==> config.mk <==
export PLATFORM = sky130hd
export DESIGN_NAME = dense_layer_mac
export DESIGN_NICKNAME = d
export VERILOG_FILES = /design/src/rtl/dense_layer_pkg.sv /design/src/rtl/dense_mac_lane.sv /design/src/rtl/dense_layer_mac.sv
export SDC_FILE = /design/constraint.sdc
export NUM_CORES = 1
export LEC_CHECK = 0
export CAP_MARGIN = 10
export CORE_AREA = 10 10 416 418
export CTS_BUF_LIST = sky130_fd_sc_hd__clkbuf_16
export CTS_CLUSTER_DIAMETER = 40
export DETAILED_ROUTE_END_ITERATION = 10
export DIE_AREA = 0 0 426 428
export MAX_ROUTING_LAYER = met4
export REMOVE_ABC_BUFFERS = 1
export SYNTH_ARGS = -nofsm -noshare
export SYNTH_HDL_FRONTEND = slang
export SYNTH_SLANG_ARGS = --single-unit
==> constraint.sdc <==
create_clock -name clk_i -period 1.3 [get_ports clk_i]
set_input_delay 0.26 -clock clk_i [delete_from_list [all_inputs] [get_ports clk_i]]
set_output_delay 0.26 -clock clk_i [all_outputs]
set_load 0.03 [all_outputs]
==> src/rtl/dense_layer_pkg.sv <==
// dense_layer_pkg: shared FSM state, size derivations and leaky activation for dense_layer_mac
package dense_layer_pkg;
  typedef enum logic [1:0] {IDLE, MAC, WRITE, HOLD} state_e;
  localparam int MAX_W = 128;
  function automatic int acc_w(input int data_w, input int weight_w, input int in_size);
    return data_w + weight_w + $clog2(in_size);
  endfunction
  function automatic int passes(input int out_size, input int lanes);
    return out_size / lanes;
  endfunction
  // Callers sign-extend into MAX_W and truncate back; negative values shift toward -inf
  function automatic logic signed [MAX_W-1:0] leaky_act(input logic signed [MAX_W-1:0] v,
                                                        input logic en, input int shift);
    return (en && v < 0) ? v >>> shift : v;
  endfunction
endpackage

==> src/rtl/dense_mac_lane.sv <==
// dense_mac_lane: one signed multiply-accumulate lane with synchronous clear
// clk_i/rst_ni clock and async active-low reset; clear_i zeroes the accumulator (wins over en_i);
// en_i adds weight_i*data_i; acc_o is the ACC_W-bit running sum.
module dense_mac_lane #(
  parameter int DATA_W   = 32,
  parameter int WEIGHT_W = 8,
  parameter int ACC_W    = 45
) (
  input  logic                       clk_i,
  input  logic                       rst_ni,
  input  logic                       clear_i,
  input  logic                       en_i,
  input  logic signed [WEIGHT_W-1:0] weight_i,
  input  logic signed [DATA_W-1:0]   data_i,
  output logic signed [ACC_W-1:0]    acc_o
);
  logic signed [ACC_W-1:0] acc_q, acc_d, prod;
  assign prod  = ACC_W'(weight_i) * ACC_W'(data_i);
  assign acc_d = clear_i ? '0 : en_i ? acc_q + prod : acc_q;
  always_ff @(posedge clk_i or negedge rst_ni)
    if (!rst_ni) acc_q <= '0;
    else acc_q <= acc_d;
  assign acc_o = acc_q;
endmodule

==> src/rtl/dense_layer_mac.sv <==
// dense_layer_mac: handshaked y = act(W*x) engine with LANES parallel MAC lanes over OUT_SIZE/LANES passes
// in_valid_i/in_ready_o/in_data_i/leaky_en_i accept one input vector (leaky_en_i sampled with it);
// out_valid_o/out_ready_i/out_data_o present the result vector, held stable until accepted.
// WEIGHTS is the flattened row-major ROM, W[o][i] at [(o*IN_SIZE+i)*WEIGHT_W +: WEIGHT_W].
module dense_layer_mac import dense_layer_pkg::*; #(
  parameter int IN_SIZE     = 20,
  parameter int OUT_SIZE    = 10,
  parameter int LANES       = 5,
  parameter int DATA_W      = 32,
  parameter int WEIGHT_W    = 8,
  parameter int LEAKY_SHIFT = 3,
  parameter logic [OUT_SIZE*IN_SIZE*WEIGHT_W-1:0] WEIGHTS = '0,
  localparam int ACC_W      = acc_w(DATA_W, WEIGHT_W, IN_SIZE),
  localparam int PASSES     = passes(OUT_SIZE, LANES)
) (
  input  logic                        clk_i,
  input  logic                        rst_ni,
  input  logic                        in_valid_i,
  output logic                        in_ready_o,
  input  logic [IN_SIZE*DATA_W-1:0]   in_data_i,
  input  logic                        leaky_en_i,
  output logic                        out_valid_o,
  input  logic                        out_ready_i,
  output logic [OUT_SIZE*ACC_W-1:0]   out_data_o
);
  localparam int IDX_W  = $clog2(IN_SIZE);
  localparam int PASS_W = PASSES > 1 ? $clog2(PASSES) : 1;
  state_e state_q, state_d;
  logic [IDX_W-1:0] idx_q, idx_d;
  logic [PASS_W-1:0] pass_q, pass_d;
  logic leaky_q, clear, en, capture, last_idx;
  logic [IN_SIZE*DATA_W-1:0] x_q;
  logic signed [DATA_W-1:0] x_el [IN_SIZE];
  assign capture     = state_q == IDLE && in_valid_i;
  assign last_idx    = idx_q == IDX_W'(IN_SIZE - 1);
  assign in_ready_o  = state_q == IDLE;
  assign out_valid_o = state_q == HOLD;
  always_comb begin
    state_d = state_q;
    idx_d   = idx_q;
    pass_d  = pass_q;
    clear   = 1'b0;
    en      = 1'b0;
    case (state_q)
      IDLE: if (in_valid_i) begin
        state_d = MAC;
        idx_d   = '0;
        pass_d  = '0;
        clear   = 1'b1;
      end
      MAC: begin
        en      = 1'b1;
        idx_d   = last_idx ? '0 : idx_q + 1'b1;
        state_d = last_idx ? WRITE : MAC;
      end
      WRITE: begin
        clear = 1'b1;
        idx_d = '0;
        if (pass_q == PASS_W'(PASSES - 1)) state_d = HOLD;
        else begin
          pass_d  = pass_q + 1'b1;
          state_d = MAC;
        end
      end
      default: state_d = out_ready_i ? IDLE : HOLD;
    endcase
  end
  always_ff @(posedge clk_i or negedge rst_ni)
    if (!rst_ni) begin
      state_q <= IDLE;
      idx_q   <= '0;
      pass_q  <= '0;
      leaky_q <= 1'b0;
      x_q     <= '0;
    end else begin
      state_q <= state_d;
      idx_q   <= idx_d;
      pass_q  <= pass_d;
      leaky_q <= capture ? leaky_en_i : leaky_q;
      x_q     <= capture ? in_data_i : x_q;
    end
  for (genvar i = 0; i < IN_SIZE; i++) begin : g_x
    assign x_el[i] = x_q[i*DATA_W +: DATA_W];
  end
  for (genvar l = 0; l < LANES; l++) begin : g_lane
    // Per-lane slice of the ROM: the rows this lane visits, indexed by pass then input element
    logic signed [WEIGHT_W-1:0] rom [PASSES][IN_SIZE];
    logic signed [ACC_W-1:0] acc, act;
    logic signed [ACC_W-1:0] out_q [PASSES];
    for (genvar p = 0; p < PASSES; p++) begin : g_p
      for (genvar i = 0; i < IN_SIZE; i++) begin : g_i
        assign rom[p][i] = WEIGHTS[((p*LANES + l)*IN_SIZE + i)*WEIGHT_W +: WEIGHT_W];
      end
      assign out_data_o[(p*LANES + l)*ACC_W +: ACC_W] = out_q[p];
    end
    dense_mac_lane #(.DATA_W(DATA_W), .WEIGHT_W(WEIGHT_W), .ACC_W(ACC_W)) u_lane (
      .clk_i    (clk_i),
      .rst_ni   (rst_ni),
      .clear_i  (clear),
      .en_i     (en),
      .weight_i (rom[pass_q][idx_q]),
      .data_i   (x_el[idx_q]),
      .acc_o    (acc)
    );
    assign act = ACC_W'(leaky_act(MAX_W'(acc), leaky_q, LEAKY_SHIFT));
    always_ff @(posedge clk_i or negedge rst_ni)
      if (!rst_ni) for (int p = 0; p < PASSES; p++) out_q[p] <= '0;
      else if (state_q == WRITE) out_q[pass_q] <= act;
  end
endmodule
==> results.txt, run 1 <==
The routed wire length per instance is 21.77 um. STA classifies the critical path endpoint as an output pin. The final worst clock skew is 0.09073 ns. The critical-path cell with the highest stage delay is sky130_fd_sc_hd__dfrtp_1. STA classifies the critical path startpoint as a register. TritonCTS built the clock tree.

The total overflow reported by the global router is 0. The clock net in this run drives a total of 684 sinks. The number of instances in the synthesized netlist is 2208. The net total in the final layout is 3719. The number of buffer and inverter instances along the worst setup path came out at 4.

The total die area is 182300 um2. The setup path with the least slack is of type reg -> out. Once routing completed, OpenROAD measured the worst setup slack at -0.6167 ns.

The H-tree was split into 3 levels. The pre-CTS worst setup slack came out at -0.4120 ns. The path class of the tightest hold or removal check is in -> async. After synthesis the cells add up to 25550 um2. The endpoint arrival time on the critical path is 1.66 ns.

Clock latency on the worst-skew pair, taken at its later pin, is 0.75 ns. The area of the placeable core is 164400 um2. The count of unique library cells instantiated by Yosys is 28. The checks that failed: negative setup slack. Grouping stages by cell kind, the critical path spends the most delay in buffers and inverters. For this configuration, the core starts out at a cell density of 0.1554.

Data on the critical path is required at its endpoint by 1.04 ns. The minimum period implied by the final worst setup slack is 1.917 ns. Among all flip-flop cells after synthesis, the most frequent one is sky130_fd_sc_hd__dfrtp_1. The proportion of synthesized chip area in sequential cells came out at 0.6698. The final routed DRC violation total came out at 0. Once layout is complete, the utilization of the core stands at 0.2864. The per-cell via count in the routed design came out at 3.931.

In this run the deepest clock path goes through 3 buffers. The signal on the critical path passes through buf_6 > buf_6 > nor2_4 > buf_6 > buf_12. The final RePlAce weighted congestion is 0.8573. The final-layout worst hold slack is 0.1838 ns. The number of warning messages in the yosys log came out at 0. Across the run, the number of max-cap violations was 0. The worst slew margin relative to its limit came out at 0.6245.

The count of final setup violators came out at 1133. The run finished, with violations left. The global-route total usage across every layer came out at 0.1122. The post-synthesis register bit count is 684. The top fanout value on the critical path came out at 3. Setup repair after global routing could not meet its margin everywhere.

The total leakage power came out at 22.19 nW. The die is 426 um wide. Wires add up to 116.4 mm.

The number of enable flip-flop cells after synthesis is 0. Across all layers, the routed design uses 21030 vias. The largest net degree at the start of global routing came out at 84.

The delay of the slowest cell on the worst path is 0.42 ns. The count of TritonRoute iterations in the first routing pass is 5. The HPWL after detailed placement is 72.38 mm.

The async set-reset flop share out of synthesis came out at 1.000. For this run, the top clock speed supported by timing is 521.7 MHz. The root buffer cell chosen for the clock tree is sky130_fd_sc_hd__clkbuf_16.

The peak supply drop came out at 1.356 mV. The number of nets with antenna violations after routing came out at 0. The number of antenna violations at the first check in global routing came out at 2. The synthesized area divided by synthesized cell count is 11.57 um2.

The die span in y came out at 428 um. The share of final-layout standard cells stronger than drive strength 1 is 0.5370. The first-pass GRT wire length came out at 148.1 mm. For the pin with the worst max-slew slack, the measured transition is 0.5476 ns. After clock tree synthesis, the clock-pin slew on the worst setup and hold paths is 0.06 ns.

The clock buffer count from CTS came out at 104. The number of global-route vias before repair is 20960. The cell with the most instances on the worst path is sky130_fd_sc_hd__buf_6. The total I/O pin count came out at 1097.

The number of hold violations in the final report is 0. The row count is 149. The number of DRC markers in iteration 0 is 1073.

The area growth from synthesis to layout is 84.27%. The portion of the clock cycle consumed by the worst path in the final layout came out at 1.474. The max-slew violation count is 0. The quantity of I/O buffers inserted on ports came out at 456. The ratio of total power to cell area is 1384 nW/um2.
## timing repair
item,4_1_cts,5_1_grt
hold endpoints to repair,684,0
hold buffers,2,0
setup buffers,89,38
cloned,35,77
setup endpoints to repair,1133,1134
pin swaps,13,100
resized for setup,487,967
## worst min-delay path, stage by stage
cell	delay, ns
sky130_fd_sc_hd__dlygate4sd3_1	0.59
sky130_fd_sc_hd__buf_8	0.20
sky130_fd_sc_hd__buf_12	0.22
## cell type report
type / instances / area [um2]
multi-input cells: 1374 / 10570
flip-flops and latches: 684 / 17170
repair buffers: 905 / 12960
diodes: 1 / 2.502
fillers: 16330 / 117300
well taps: 2189 / 2739
clock buffers: 104 / 2603
inverters: 4 / 15.01
clock inverters: 87 / 1036
## logic make-up after synthesis
| logic type | synth area share |
|---|---|
| simple gates | 0.1244 |
| fa+ha+maj | 0.0004895 |
| xor+xnor | 0.0006856 |
| compound gates | 0.09273 |
| flops | 0.6698 |
| buf+inv | 0.02678 |
| mux | 0.08515 |
## placed cells by master (no fill, tap or decap), types with 24 or more instances in the layout
master | synthesis | routed
sky130_fd_sc_hd__buf_12 | 0 | 236
sky130_fd_sc_hd__mux2i_1 | 205 | 199
sky130_fd_sc_hd__buf_16 | 0 | 43
sky130_fd_sc_hd__dfrtp_2 | 0 | 40
sky130_fd_sc_hd__nand2_1 | 228 | 80
sky130_fd_sc_hd__a21oi_1 | 236 | 66
sky130_fd_sc_hd__nor2_1 | 221 | 85
sky130_fd_sc_hd__nand2_2 | 0 | 75
sky130_fd_sc_hd__dfrtp_1 | 684 | 644
sky130_fd_sc_hd__a21oi_2 | 0 | 166
sky130_fd_sc_hd__buf_8 | 0 | 33
sky130_fd_sc_hd__o21ai_1 | 0 | 73
sky130_fd_sc_hd__o21ai_0 | 226 | 45
sky130_fd_sc_hd__buf_6 | 0 | 281
sky130_fd_sc_hd__buf_4 | 1 | 248
sky130_fd_sc_hd__o21ai_2 | 0 | 106
sky130_fd_sc_hd__clkbuf_16 | 0 | 159
sky130_fd_sc_hd__nor2_2 | 0 | 24
sky130_fd_sc_hd__and2_1 | 226 | 222
sky130_fd_sc_hd__nand2_4 | 0 | 72
sky130_fd_sc_hd__nor2_4 | 0 | 112
## layer usage
layer	track usage	vias up	wire length, um
met2	0.1772	740	55810
met5	-	-	0
met4	0.06395	0	7563
met3	0.03499	312	8344
li1	-	9186	-
met1	0.1248	10790	44720
## path summary, 6_finish.rpt
path	startpoint	cells past startpoint	slack [ns]	endpoint
worst min-delay path	rst_ni	3	0.18	out_data_o[28]
max in group asynchronous	rst_ni	4	0.52	g_lane[3].u_lane.acc_o[7]
worst max-delay path	state_q[1]	5	-0.62	in_ready_o
worst max register to register	state_q[0]	9	-0.54	out_data_o[201]
min in group clk_i	out_ready_i	3	0.32	state_q[0]
worst min register to register	out_data_o[337]	2	0.48	out_data_o[337]
## per-stage QoR
| stage | cell area [um2] | std cells | setup TNS (ns) | power, mW |
|---|---|---|---|---|
| after floorplan | 24890 | 2062 | -4913.05 | 27.83 |
| after global placement | 35350 | 4929 | -148.29 | 33.46 |
| after detailed placement | 35350 | 4929 | -162.59 | 33.56 |
| after CTS | 42160 | 5245 | -420.29 | 64.20 |
| after global routing | 47090 | 5348 | -447.95 | 67.50 |
| final | 47090 | 5348 | -374.25 | 65.19 |
## state kept, by name, indices dropped and copies added, names as in the netlist
name and flops:
out_data_o 450, g_lane.u_lane.acc_o 225, idx_q 5, state_q 2
leaky_q 1, pass_q 1
## cell usage after synthesis, drive strengths merged (2+ instances only)
cell type	count	share of area
a21oi	236	0.046
and2	226	0.055
buf	95	0.019
clkbuf	51	0.0075
dfrtp	684	0.67
inv	4	0.00059
mux2	11	0.0048
mux2i	205	0.080
nand2	228	0.033
nand3	2	0.00039
nor2	221	0.032
nor2b	2	0.00049
o21ai	226	0.044
o2bb2ai	3	0.0010
xor2	2	0.00069
## power breakdown
group          internal (mW)  switching (mW)  leakage, nW  total (mW)
clock                   17.6            11.4         1.76        29.0
combinational           5.72            6.20         11.0        11.9
sequential              22.6            1.67         9.42        24.3
total                   45.9            19.2         22.2        65.2
(Power assumes the default switching activity.)
==> inputs of run 2 (changes only) <==
- CORE_AREA: 10 10 416 418 -> 2 2 432 434
- DIE_AREA: 0 0 426 428 -> 0 0 434 436
==> results.txt, run 2 (synthesis results as in run 1) <==
The global-route total usage across every layer is 0.1108. The sequential standard cell area came out at 17150 um2. Setup slack on the critical path of the routed design comes to -0.5620 ns. The initial utilization of the core area, before any placement, comes to 0.1384. The portion of total power attributed to sequential cells came out at 0.388. The startpoint type of the worst setup path is a register. 1097 I/O pins were placed.

The layout overhead on the synthesized area is 77.01%. The portion of the clock cycle consumed by the worst path in the final layout came out at 1.432. The number of H-tree branching levels came out at 3. The number of antenna violations at the first check in global routing is 3. The critical path goes through buf_4 > buf_6 > nor3b_4 > buf_12 > buf_16 > buf_12 > buf_8 > buf_16 > buf_12 > nor2_4 > a21oi_2. The worst reg2reg path depth came out at 11. The number of instances in the placed design is 5257. The multi-input combinational cells in the finished layout cover a total of 8919 um2. The share of total power in combinational logic is 0.179.

The number of hold violations in the final report came out at 0. The HPWL after detailed placement is 70.16 mm. The flip-flop count of the largest register after layout is 450. For this design, the slowest cell found on the critical path is sky130_fd_sc_hd__dfrtp_1.

The run finished, with violations left. The top cell types in the final layout, fill and taps aside, are 656 x sky130_fd_sc_hd__dfrtp_1, 363 x sky130_fd_sc_hd__buf_4, 225 x sky130_fd_sc_hd__and2_1. The largest net degree at the start of global routing came out at 61.

The clock share of power is 0.433. The cell that appears most often on the critical path is sky130_fd_sc_hd__buf_12. The number of global-route vias before repair came out at 21520. The maximum root-to-sink buffer count is 3. The worst slew margin relative to its limit is 0.6790. The quantity of I/O buffers inserted on ports is 456.

The sink count of the clock tree is 684. The non-filler instance count after layout came out at 5652. The per-cell via count in the routed design is 3.689. Detailed routing inserted a total of 20850 vias.

By startpoint and endpoint, the worst setup path is classified as reg -> reg. On the final layout, the worst clock skew is 0.08161 ns. The routed wire length per instance came out at 19.37 um. TritonCTS built the clock tree. The clock latency at the later pin of the worst-skew pair came out at 0.72 ns.

Power spread over the standard cell area amounts to 1366 nW/um2. The number of nets with antenna violations after routing is 0. The detailed router finished its first iteration with 1329 violations. The measured slew at the worst slew-check pin came out at 0.4681 ns. The analysis attributes to net switching a power of 18.12 mW. The net total in the final layout came out at 3737. The fraction of power spent switching nets came out at 0.2933. The region available for standard cell placement spans 184600 um2. The analysis attributes to cell leakage a power of 21.69 nW. The final routed DRC violation total is 0. The path category of the worst min-delay check is in -> async. The die span in y is 436 um. The required time of the critical path came out at 1.88 ns. The maximum frequency from static timing analysis came out at 537.1 MHz. The horizontal extent of the die came out at 434 um. The top fanout value on the critical path is 8.

The final RePlAce weighted congestion came out at 0.8406. The minimum period implied by the final worst setup slack came out at 1.862 ns. The clock buffer count from CTS is 91.

The total overflow reported by the global router is 0. The first global-routing pass estimated 149.8 mm of wire. The delay of the slowest cell on the worst path is 0.40 ns. The destination of the worst register-to-register timing path is out_data_o[161]. The max-slew violation count is 0.

The row count is 158. The design internal power came out at 43.66 mW. The total die area is 189200 um2. The checks that failed: negative setup slack. The count of final setup violators came out at 1135. The filler cell count is 19060. The peak supply drop came out at 1.219 mV. The worst reg-to-reg setup slack came out at -0.56 ns. Setup repair after global routing could not meet its margin everywhere. The endpoint arrival time on the critical path came out at 2.44 ns. The detailed-route wire length is 109.5 mm. The count of max-cap constraint violations came out at 0. The source of the worst register-to-register timing path is state_q[1].

The clock slew at the register clock pins of the worst setup and hold paths is 0.07 ns. The endpoint class of the critical path is a register. The library cell used most frequently in the layout, excluding fill and tap cells, is sky130_fd_sc_hd__dfrtp_1. The setup TNS is -343.97 ns.

The share of final-layout standard cells stronger than drive strength 1 is 0.4271. The count of TritonRoute iterations in the first routing pass came out at 5. In this run the clock root is driven by a sky130_fd_sc_hd__clkbuf_16.
## run 2: worst max path at each step
stage                    start                    endpoint  slack [ns]  depth (start not counted)
floorplan           state_q[0]             out_data_o[134]      -13.27                          2
CTS                 state_q[1]                 out_valid_o       -0.59                          4
detailed placement  in_valid_i  g_lane[0].u_lane.acc_o[34]       -0.44                          5
global placement    in_valid_i   g_lane[0].u_lane.acc_o[4]       -0.44                          5
finish              state_q[1]             out_data_o[161]       -0.56                         11
global route        state_q[1]                 out_valid_o       -0.60                          4
## run 2: metal layers
metal / up-vias / global-route usage / part of all wire
met5: - / - / 0
met4: 0 / 0.06732 / 0.066
met3: 253 / 0.03036 / 0.075
met2: 782 / 0.1781 / 0.49
met1: 10600 / 0.1216 / 0.37
li1: 9211 / - / -
## run 2: power by group through the flow
stage                     logic (mW)  registers [mW]  clock network (mW)
after global routing            11.7            24.1                28.0
after global placement          9.23            24.1                   0
after detailed placement        9.30            24.1                   0
after CTS                       10.8            23.9                27.2
final                           11.0            24.0                26.8
after floorplan                 1.90            25.9                   0
## run 2: through the flow
| step | instance area, um2 | util | power (mW) | hold slack, ns | setup WS [ns] |
|---|---|---|---|---|---|
| floorplan | 24890 | - | 27.83 | -0.03559 | -13.27 |
| global placement | 35880 | 0.1943 | 33.34 | 0.1020 | -0.4378 |
| finish | 45230 | 0.2450 | 61.78 | 0.1719 | -0.5620 |
| detailed placement | 35880 | 0.1943 | 33.43 | 0.09549 | -0.4425 |
| global route | 45230 | 0.2450 | 63.84 | 0.1575 | -0.6031 |
| CTS | 43380 | 0.2349 | 61.88 | 0.1319 | -0.5862 |
## run 2: final cells by class
cell class,instances,share of cell area
repair buffers,936,0.2820
clock inverters,80,0.02174
multi-input cells,1374,0.1972
diodes,2,0.0001106
inverters,4,0.0003319
clock buffers,92,0.05089
well taps,2480,0.06860
flip-flops and latches,684,0.3792
## run 2: what timing repair did
item                                    CTS  global route
gates cloned                             54            44
hold buffers                              2             0
setup buffers                           116            23
pin swaps                                15            28
setup endpoints to repair              1121          1135
resized for setup                       655           327
endpoints found under the hold margin   684             0
## run 2: critical path: cells and delay by family, from the launching register on
family	cells	cell delay, ns
AO/OA/AOI/OAI	1	0.03
buffers and inverters	8	1.08
flip-flops	1	0.40
AND/OR/NAND/NOR	2	0.22
